### src/rtl/fp_pkg.sv
// Shared types, constants and operand-class helpers for the FP issue stage.
package fp_pkg;

    typedef enum logic [1:0] {IDLE, ISSUE, WAIT, HOLD} state_t;
    typedef enum logic {OP_ADD = 1'b0, OP_MUL = 1'b1} op_t;
    typedef enum logic [1:0] {ZERO, NORM, INF, NAN} cls_t;

    localparam logic [31:0] QNAN = 32'h7FC0_0000;

    localparam int unsigned FLAG_NAN     = 0;
    localparam int unsigned FLAG_INF     = 1;
    localparam int unsigned FLAG_ZERO    = 2;
    localparam int unsigned FLAG_TIMEOUT = 3;

    typedef struct packed {
        op_t         op;
        logic [31:0] a;
        logic [31:0] b;
    } entry_t;

    // Exponent 0 is always ZERO: denormals are flushed.
    function automatic cls_t classify(input logic [31:0] x);
        if (x[30:23] == 8'h00) return ZERO;
        if (x[30:23] != 8'hFF) return NORM;
        return (x[22:0] == '0) ? INF : NAN;
    endfunction

    function automatic logic [3:0] result_flags(input logic [31:0] r);
        logic [3:0] f;
        f = '0;
        unique case (classify(r))
            ZERO:    f[FLAG_ZERO] = 1'b1;
            INF:     f[FLAG_INF]  = 1'b1;
            NAN:     f[FLAG_NAN]  = 1'b1;
            default: f = '0;
        endcase
        return f;
    endfunction

    function automatic logic [3:0] timeout_flags();
        logic [3:0] f;
        f = '0;
        f[FLAG_TIMEOUT] = 1'b1;
        f[FLAG_NAN]     = 1'b1;
        return f;
    endfunction

    function automatic logic is_special(input logic [31:0] a, input logic [31:0] b);
        return (classify(a) != NORM) || (classify(b) != NORM);
    endfunction

    // Only meaningful when at least one operand is not NORM; rule order matters.
    function automatic logic [31:0] special_result(input op_t op, input logic [31:0] a,
                                                   input logic [31:0] b);
        cls_t ca;
        cls_t cb;
        ca = classify(a);
        cb = classify(b);
        if (ca == NAN || cb == NAN) return QNAN;
        if (op == OP_ADD) begin
            if (ca == INF && cb == INF) return (a[31] != b[31]) ? QNAN : a;
            if (ca == INF) return a;
            if (cb == INF) return b;
            if (ca == ZERO && cb == ZERO) return {a[31] & b[31], 31'd0};
            if (ca == ZERO) return b;
            return a;
        end
        if ((ca == INF && cb == ZERO) || (ca == ZERO && cb == INF)) return QNAN;
        if (ca == INF || cb == INF) return {a[31] ^ b[31], 8'hFF, 23'd0};
        return {a[31] ^ b[31], 31'd0};
    endfunction

endpackage

### src/rtl/fp_issue_stage_if.sv
// Request, FP-core and result channels of the FP issue stage.
interface fp_issue_stage_if;
    logic        in_valid;
    logic        in_ready;
    logic        in_op;
    logic [31:0] in_a;
    logic [31:0] in_b;
    logic        core_start;
    logic        core_add_or_mul;
    logic [31:0] core_a;
    logic [31:0] core_b;
    logic        core_done;
    logic [31:0] core_result;
    logic        out_valid;
    logic        out_ready;
    logic [31:0] out_result;
    logic [3:0]  out_flags;
    logic        busy;

    modport master (
        output in_valid, in_op, in_a, in_b, core_done, core_result, out_ready,
        input  in_ready, core_start, core_add_or_mul, core_a, core_b,
               out_valid, out_result, out_flags, busy
    );

    modport slave (
        input  in_valid, in_op, in_a, in_b, core_done, core_result, out_ready,
        output in_ready, core_start, core_add_or_mul, core_a, core_b,
               out_valid, out_result, out_flags, busy
    );
endinterface

### src/rtl/fp_issue_fifo.sv
// Operation buffer: power-of-two FIFO with first-word-fall-through read.
module fp_issue_fifo #(
    parameter int unsigned DEPTH = 4,
    parameter int unsigned WIDTH = 65
) (
    input  logic             clk,
    input  logic             rst,
    input  logic             push,
    input  logic             pop,
    input  logic [WIDTH-1:0] wdata,
    output logic [WIDTH-1:0] rdata,
    output logic             full,
    output logic             empty
);
    localparam int unsigned AW = $clog2(DEPTH);

    logic [WIDTH-1:0] mem [DEPTH];
    logic [AW:0]      wptr;
    logic [AW:0]      rptr;

    assign empty = (wptr == rptr);
    assign full  = (wptr[AW] != rptr[AW]) && (wptr[AW-1:0] == rptr[AW-1:0]);
    assign rdata = mem[rptr[AW-1:0]];

    always_ff @(posedge clk) begin
        if (push && !full) mem[wptr[AW-1:0]] <= wdata;
    end

    // A push is refused whenever full, even if a pop frees a slot this cycle.
    always_ff @(posedge clk) begin
        if (rst) begin
            wptr <= '0;
            rptr <= '0;
        end else begin
            if (push && !full) wptr <= wptr + 1'b1;
            if (pop && !empty) rptr <= rptr + 1'b1;
        end
    end
endmodule

### src/rtl/fp_issue_stage.sv
// Buffers FP add/mul requests and issues them one at a time to an external core.
// Define FP_SPECIAL_BYPASS_EN to resolve zero/inf/NaN operands locally without the core.
module fp_issue_stage
    import fp_pkg::*;
#(
    parameter int unsigned DEPTH   = 4,
    parameter int unsigned TIMEOUT = 64
) (
    input logic               clk,
    input logic               rst,
    fp_issue_stage_if.slave   bus
);
    localparam int unsigned CW = $clog2(TIMEOUT + 1);

    state_t      state;
    entry_t      req;
    entry_t      head;
    logic        full;
    logic        empty;
    logic        push;
    logic        pop;
    logic        head_special;
    logic [CW-1:0] wait_cnt;

    logic        core_start;
    logic        core_add_or_mul;
    logic [31:0] core_a;
    logic [31:0] core_b;
    logic        out_valid;
    logic [31:0] out_result;
    logic [3:0]  out_flags;

    assign req  = '{op: op_t'(bus.in_op), a: bus.in_a, b: bus.in_b};
    assign push = bus.in_valid && !full;
    assign pop  = (state == HOLD) && bus.out_ready;

    fp_issue_fifo #(.DEPTH(DEPTH), .WIDTH($bits(entry_t))) u_fifo (
        .clk   (clk),
        .rst   (rst),
        .push  (push),
        .pop   (pop),
        .wdata (req),
        .rdata (head),
        .full  (full),
        .empty (empty)
    );

`ifdef FP_SPECIAL_BYPASS_EN
    assign head_special = is_special(head.a, head.b);
`else
    assign head_special = 1'b0;
`endif

    always_ff @(posedge clk) begin
        if (rst) begin
            state           <= IDLE;
            core_start      <= 1'b0;
            core_add_or_mul <= 1'b0;
            core_a          <= '0;
            core_b          <= '0;
            out_valid       <= 1'b0;
            out_result      <= '0;
            out_flags       <= '0;
            wait_cnt        <= '0;
        end else begin
            unique case (state)
                IDLE: if (!empty) begin
                    if (head_special) begin
                        out_result <= special_result(head.op, head.a, head.b);
                        out_flags  <= result_flags(special_result(head.op, head.a, head.b));
                        out_valid  <= 1'b1;
                        state      <= HOLD;
                    end else begin
                        core_start      <= 1'b1;
                        core_add_or_mul <= head.op;
                        core_a          <= head.a;
                        core_b          <= head.b;
                        state           <= ISSUE;
                    end
                end
                ISSUE: begin
                    core_start <= 1'b0;
                    wait_cnt   <= '0;
                    state      <= WAIT;
                end
                WAIT: begin
                    // A done arriving on the final WAIT cycle still wins over the timeout.
                    if (bus.core_done) begin
                        out_result <= bus.core_result;
                        out_flags  <= result_flags(bus.core_result);
                        out_valid  <= 1'b1;
                        wait_cnt   <= '0;
                        state      <= HOLD;
                    end else if (wait_cnt == CW'(TIMEOUT - 1)) begin
                        out_result <= QNAN;
                        out_flags  <= timeout_flags();
                        out_valid  <= 1'b1;
                        wait_cnt   <= '0;
                        state      <= HOLD;
                    end else begin
                        wait_cnt <= wait_cnt + 1'b1;
                    end
                end
                HOLD: if (bus.out_ready) begin
                    out_valid <= 1'b0;
                    state     <= IDLE;
                end
                default: state <= IDLE;
            endcase
        end
    end

    assign bus.in_ready        = !full;
    assign bus.core_start      = core_start;
    assign bus.core_add_or_mul = core_add_or_mul;
    assign bus.core_a          = core_a;
    assign bus.core_b          = core_b;
    assign bus.out_valid       = out_valid;
    assign bus.out_result      = out_result;
    assign bus.out_flags       = out_flags;
    assign bus.busy            = (state != IDLE) || !empty;
endmodule

### src/flat_wrapper.sv
// flat-port wrapper written by rule: the top's interface ports become plain ports
module fp_issue_stage_flat import fp_pkg::*;
#(
    parameter int unsigned DEPTH   = 4,
    parameter int unsigned TIMEOUT = 64
)
  (clk, rst, bus_in_valid, bus_in_op, bus_in_a, bus_in_b, bus_core_done, bus_core_result, bus_out_ready, bus_in_ready, bus_core_start, bus_core_add_or_mul, bus_core_a, bus_core_b, bus_out_valid, bus_out_result, bus_out_flags, bus_busy);
  fp_issue_stage_if bus_i ();
  input logic clk;
  input logic rst;
  input wire logic [$bits(bus_i.in_valid)-1:0] bus_in_valid;
  input wire logic [$bits(bus_i.in_op)-1:0] bus_in_op;
  input wire logic [$bits(bus_i.in_a)-1:0] bus_in_a;
  input wire logic [$bits(bus_i.in_b)-1:0] bus_in_b;
  input wire logic [$bits(bus_i.core_done)-1:0] bus_core_done;
  input wire logic [$bits(bus_i.core_result)-1:0] bus_core_result;
  input wire logic [$bits(bus_i.out_ready)-1:0] bus_out_ready;
  output wire logic [$bits(bus_i.in_ready)-1:0] bus_in_ready;
  output wire logic [$bits(bus_i.core_start)-1:0] bus_core_start;
  output wire logic [$bits(bus_i.core_add_or_mul)-1:0] bus_core_add_or_mul;
  output wire logic [$bits(bus_i.core_a)-1:0] bus_core_a;
  output wire logic [$bits(bus_i.core_b)-1:0] bus_core_b;
  output wire logic [$bits(bus_i.out_valid)-1:0] bus_out_valid;
  output wire logic [$bits(bus_i.out_result)-1:0] bus_out_result;
  output wire logic [$bits(bus_i.out_flags)-1:0] bus_out_flags;
  output wire logic [$bits(bus_i.busy)-1:0] bus_busy;
  assign bus_i.in_valid = bus_in_valid;
  assign bus_i.in_op = bus_in_op;
  assign bus_i.in_a = bus_in_a;
  assign bus_i.in_b = bus_in_b;
  assign bus_i.core_done = bus_core_done;
  assign bus_i.core_result = bus_core_result;
  assign bus_i.out_ready = bus_out_ready;
  assign bus_in_ready = bus_i.in_ready;
  assign bus_core_start = bus_i.core_start;
  assign bus_core_add_or_mul = bus_i.core_add_or_mul;
  assign bus_core_a = bus_i.core_a;
  assign bus_core_b = bus_i.core_b;
  assign bus_out_valid = bus_i.out_valid;
  assign bus_out_result = bus_i.out_result;
  assign bus_out_flags = bus_i.out_flags;
  assign bus_busy = bus_i.busy;
  fp_issue_stage #(.DEPTH(DEPTH), .TIMEOUT(TIMEOUT)) u_core (.clk(clk), .rst(rst), .bus(bus_i));
endmodule
### config.mk
export PLATFORM = sky130hd
export DESIGN_NAME = fp_issue_stage_flat
export DESIGN_NICKNAME = d
export VERILOG_FILES = /design/src/rtl/fp_pkg.sv /design/src/rtl/fp_issue_stage_if.sv /design/src/rtl/fp_issue_fifo.sv /design/src/rtl/fp_issue_stage.sv /design/src/flat_wrapper.sv
export SDC_FILE = /design/constraint.sdc
export NUM_CORES = 1
export LEC_CHECK = 0
export CAP_MARGIN = 5
export CELL_PAD_IN_SITES_DETAIL_PLACEMENT = 1
export CELL_PAD_IN_SITES_GLOBAL_PLACEMENT = 1
export CORE_MARGIN = 1
export CORE_UTILIZATION = 41
export CTS_BUF_LIST = sky130_fd_sc_hd__clkbuf_4 sky130_fd_sc_hd__clkbuf_8 sky130_fd_sc_hd__clkbuf_16
export CTS_CLUSTER_SIZE = 16
export DETAILED_ROUTE_END_ITERATION = 10
export GPL_ROUTABILITY_DRIVEN = 0
export HOLD_SLACK_MARGIN = 0.02
export PLACE_DENSITY = 0.86
export REMOVE_ABC_BUFFERS = 1
export SYNTH_ARGS = -nofsm -noshare
export SYNTH_HDL_FRONTEND = slang
export SYNTH_SLANG_ARGS = --single-unit
### constraint.sdc
create_clock -name clk -period 3.1 [get_ports clk]
set_clock_uncertainty 0.2 [all_clocks]
set_input_delay 0.62 -clock clk [delete_from_list [all_inputs] [get_ports clk]]
set_output_delay 0.62 -clock clk [all_outputs]
set_load 0.05 [all_outputs]
==> results.yml <==
status:
  outcome: "complete, no violations"
setup_path:
  cp_max_fo: 6
  r2r.worst_path.cells: 4
  r2r-start: "u_core.u_fifo.wptr[0]"
  r2r_end: "u_core.u_fifo.mem[3][47]"
  crit_type: "reg2out"
  crit_required_ns: 2.28
  startpoint_type: "flip-flop"
  r2r_setup_slack_ns: 0.74
  cp-end-kind: "primary output"
  arrival_ns: 1.75
timing:
  grt_setup_unrepaired: "false"
  fmax_ghz: 0.389
  finalHoldViolations: 0
  relSlewSlack: 0.346
  fin_crit_sh: 0.829
  fin_crit_ns: 2.57
  worstMarginPinSlew_ns: 0.981
  setup_violations: 0
  slew_violations: 0
yosys:
  async_reset_ff_frac: 0
  syn_inst: 857
  synth_area_sq_um: 14000
  yosysSeqAreaShare: 0.724
  ys_top_cells_by_area: "edfxtp_1 56%, dfxtp_1 17%, mux4_2 10%"
  synth-main-ff-cell: "edfxtp_1"
  netlist-cell-type-count: 44
  syn_avg_cell_area_sq_um: 16.4
  synth_top_area_cell: "edfxtp_1"
  synth_common_cells: "260 x edfxtp_1, 120 x nand2_1, 118 x dfxtp_1"
  ys_warn_count: 0
  yosysTopAreaCellShare: 0.556
  synth_edf_count: 260
  yosysMostFrequentCell: "edfxtp_1"
  synth-seq-cells: 378
detailed_routing:
  drt-initial-drc-count: 477
  drc: 0
  vias_per_cell: 5.25
  vias: 8164
  drt-total-wl_microns: 33500
  wl_per_cell_microns: 21.5
  ant_nets: 0
  dr.pass1.iters: 4
clock_network:
  clkTransAtPathRegs_ns: 0.06
  clock-sinks: 378
  tritoncts: "yes"
  cts_resized: 0
  clkLatencyLatePin_ns: 0.52
  postCtsSetupBuffers: 0
  clock_path_buffers: 3
  postCtsHoldBufs: 0
  h-tree-depth: 2
  cts_root_buf: "clkbuf_16"
  cts_buffers: 39
worst_hold_path:
  hp-start: "u_core.bus.core_a[28]"
  hold_depth: 2
  hold_path_class: "reg2reg"
  holdPathEnd: "u_core.bus.core_a[28]"
global_routing:
  grt_pass1_vias: 8990
  grt_max_degree: 68
  grt_usage: 0.193
  antenna_found_initial: 2
  overflow: 0
  grt_pass1_wl_microns: 52400
floorplanning:
  fp.coreArea_sq_um: 33600
  die-area_sq_um: 35000
  num_rows: 67
  die_h_microns: 187
  start_util: 0.418
  pin_count: 207
  die_x_microns: 187
placement:
  port_buffers: 206
  place_hpwl_microns: 22300
finish:
  final_util: 0.533
  fillers: 3165
  fin_nets: 1190
  layout-drive-gt1-share: 0.197
  area_growth_pct: 27.5
power:
  p_leak_nw: 5.84
  power_density_nw_per_um2: 718
  total_power_mw: 12.9
  ir_drop_uv: 492
job:
  maxCapViolCount: 0
## layout by cell type (no fill, tap or decap), drive strengths merged, types with 5 or more instances in the layout
cell / count
xnor2: 7
inv: 8
a21oi: 70
edfxtp: 260
nand4: 5
nor4: 7
ha: 11
and2: 6
nor3: 5
dfxtp: 118
clkinv: 12
mux4: 65
clkdlybuf4s50: 203
a22oi: 23
o221a: 8
nand2: 140
buf: 25
clkbuf: 56
nor2: 40
xor2: 7
## sequential cells by signal, summed over array words and instances, names as in the netlist
register and flops:
u_core.u_fifo.wptr 3, u_core.u_fifo.rptr 3, u_core.bus.out_flags 4, u_core.u_fifo.mem 260, u_core.bus.core_b 32, u_core.bus.core_a 32
u_core.wait_cnt 7, u_core.bus.core_start 1, u_core.bus.out_result 32, u_core.state 2, u_core.bus.out_valid 1, u_core.bus.core_add_or_mul 1
## worst max-delay path by stage
stage | start | to
2_1_floorplan | u_core.u_fifo.rptr[0] | u_core.u_fifo.mem[0][0]
3_3_place_gp | bus_in_valid | u_core.u_fifo.mem[2][35]
3_5_place_dp | bus_in_valid | u_core.u_fifo.mem[2][35]
4_1_cts | u_core.bus.core_a[13] | bus_core_a[13]
5_1_grt | u_core.state[0] | bus_busy
6_report | u_core.u_fifo.wptr[0] | bus_busy
## cell families (layout without fill, tap and decap cells)
group | after synthesis | count (layout) | share of synthesized area
DFF | 378 | 378 | 0.724
xor gates and xnor gates | 14 | 14 | 0.0103
adders and majority gates | 11 | 11 | 0.00980
other | 0 | 1 | 0
buffers and inverters | 55 | 305 | 0.0229
and+or+nand+nor | 211 | 211 | 0.0652
muxes | 69 | 69 | 0.107
AOI/OAI and AO/OA | 119 | 119 | 0.0607
## report_power, final
| group | switching (mW) | internal (mW) | total [mW] | leakage (nW) |
|---|---|---|---|---|
| Combinational | 1.62 | 0.859 | 2.47 | 1.87 |
| Sequential | 0.178 | 5.79 | 5.97 | 3.35 |
| Clock | 1.87 | 2.56 | 4.42 | 0.621 |
| Total | 3.66 | 9.20 | 12.9 | 5.84 |
## critical path, cell delays in order, from the launching register on
cell     delay [ns]
dfxtp_1        0.51
xnor2_1        0.21
nand4_1        0.24
buf_4          0.26
## metrics by stage
step | setup slack (ns) | instances | hold WS (ns) | cell area [sq um] | TNS, ns
finish | 0.529 | 1556 | 0.253 | 17900 | 0
global route | 0.401 | 1556 | 0.277 | 17900 | 0
CTS | 0.500 | 1555 | 0.257 | 17900 | 0
detailed placement | 0.515 | 1484 | 0.249 | 16700 | 0
global placement | 0.571 | 1484 | 0.245 | 16700 | 0
floorplan | -2.55 | 808 | 0.268 | 13700 | -818.94
## layer usage
metal | up-vias | global-route usage | wire [microns]
li1 | 3708 | - | -
met1 | 4130 | 0.242 | 13700
met2 | 270 | 0.337 | 17000
met3 | 56 | 0.0424 | 2160
met4 | 0 | 0.0539 | 746
met5 | - | 0 | 0
## area by class of cell
class	count	area [sq um]	share of cell area
well taps	448	561	0.0313
clock buffers	56	1130	0.0630
clock inverters	15	95.1	0.00531
multi-input cells	424	3570	0.199
inverters	6	22.5	0.00126
repair buffers	228	2360	0.132
flip-flops and latches	378	10200	0.568
diodes	1	2.50	0.000140
No activity file was read; power rests on OpenSTA's default activity.
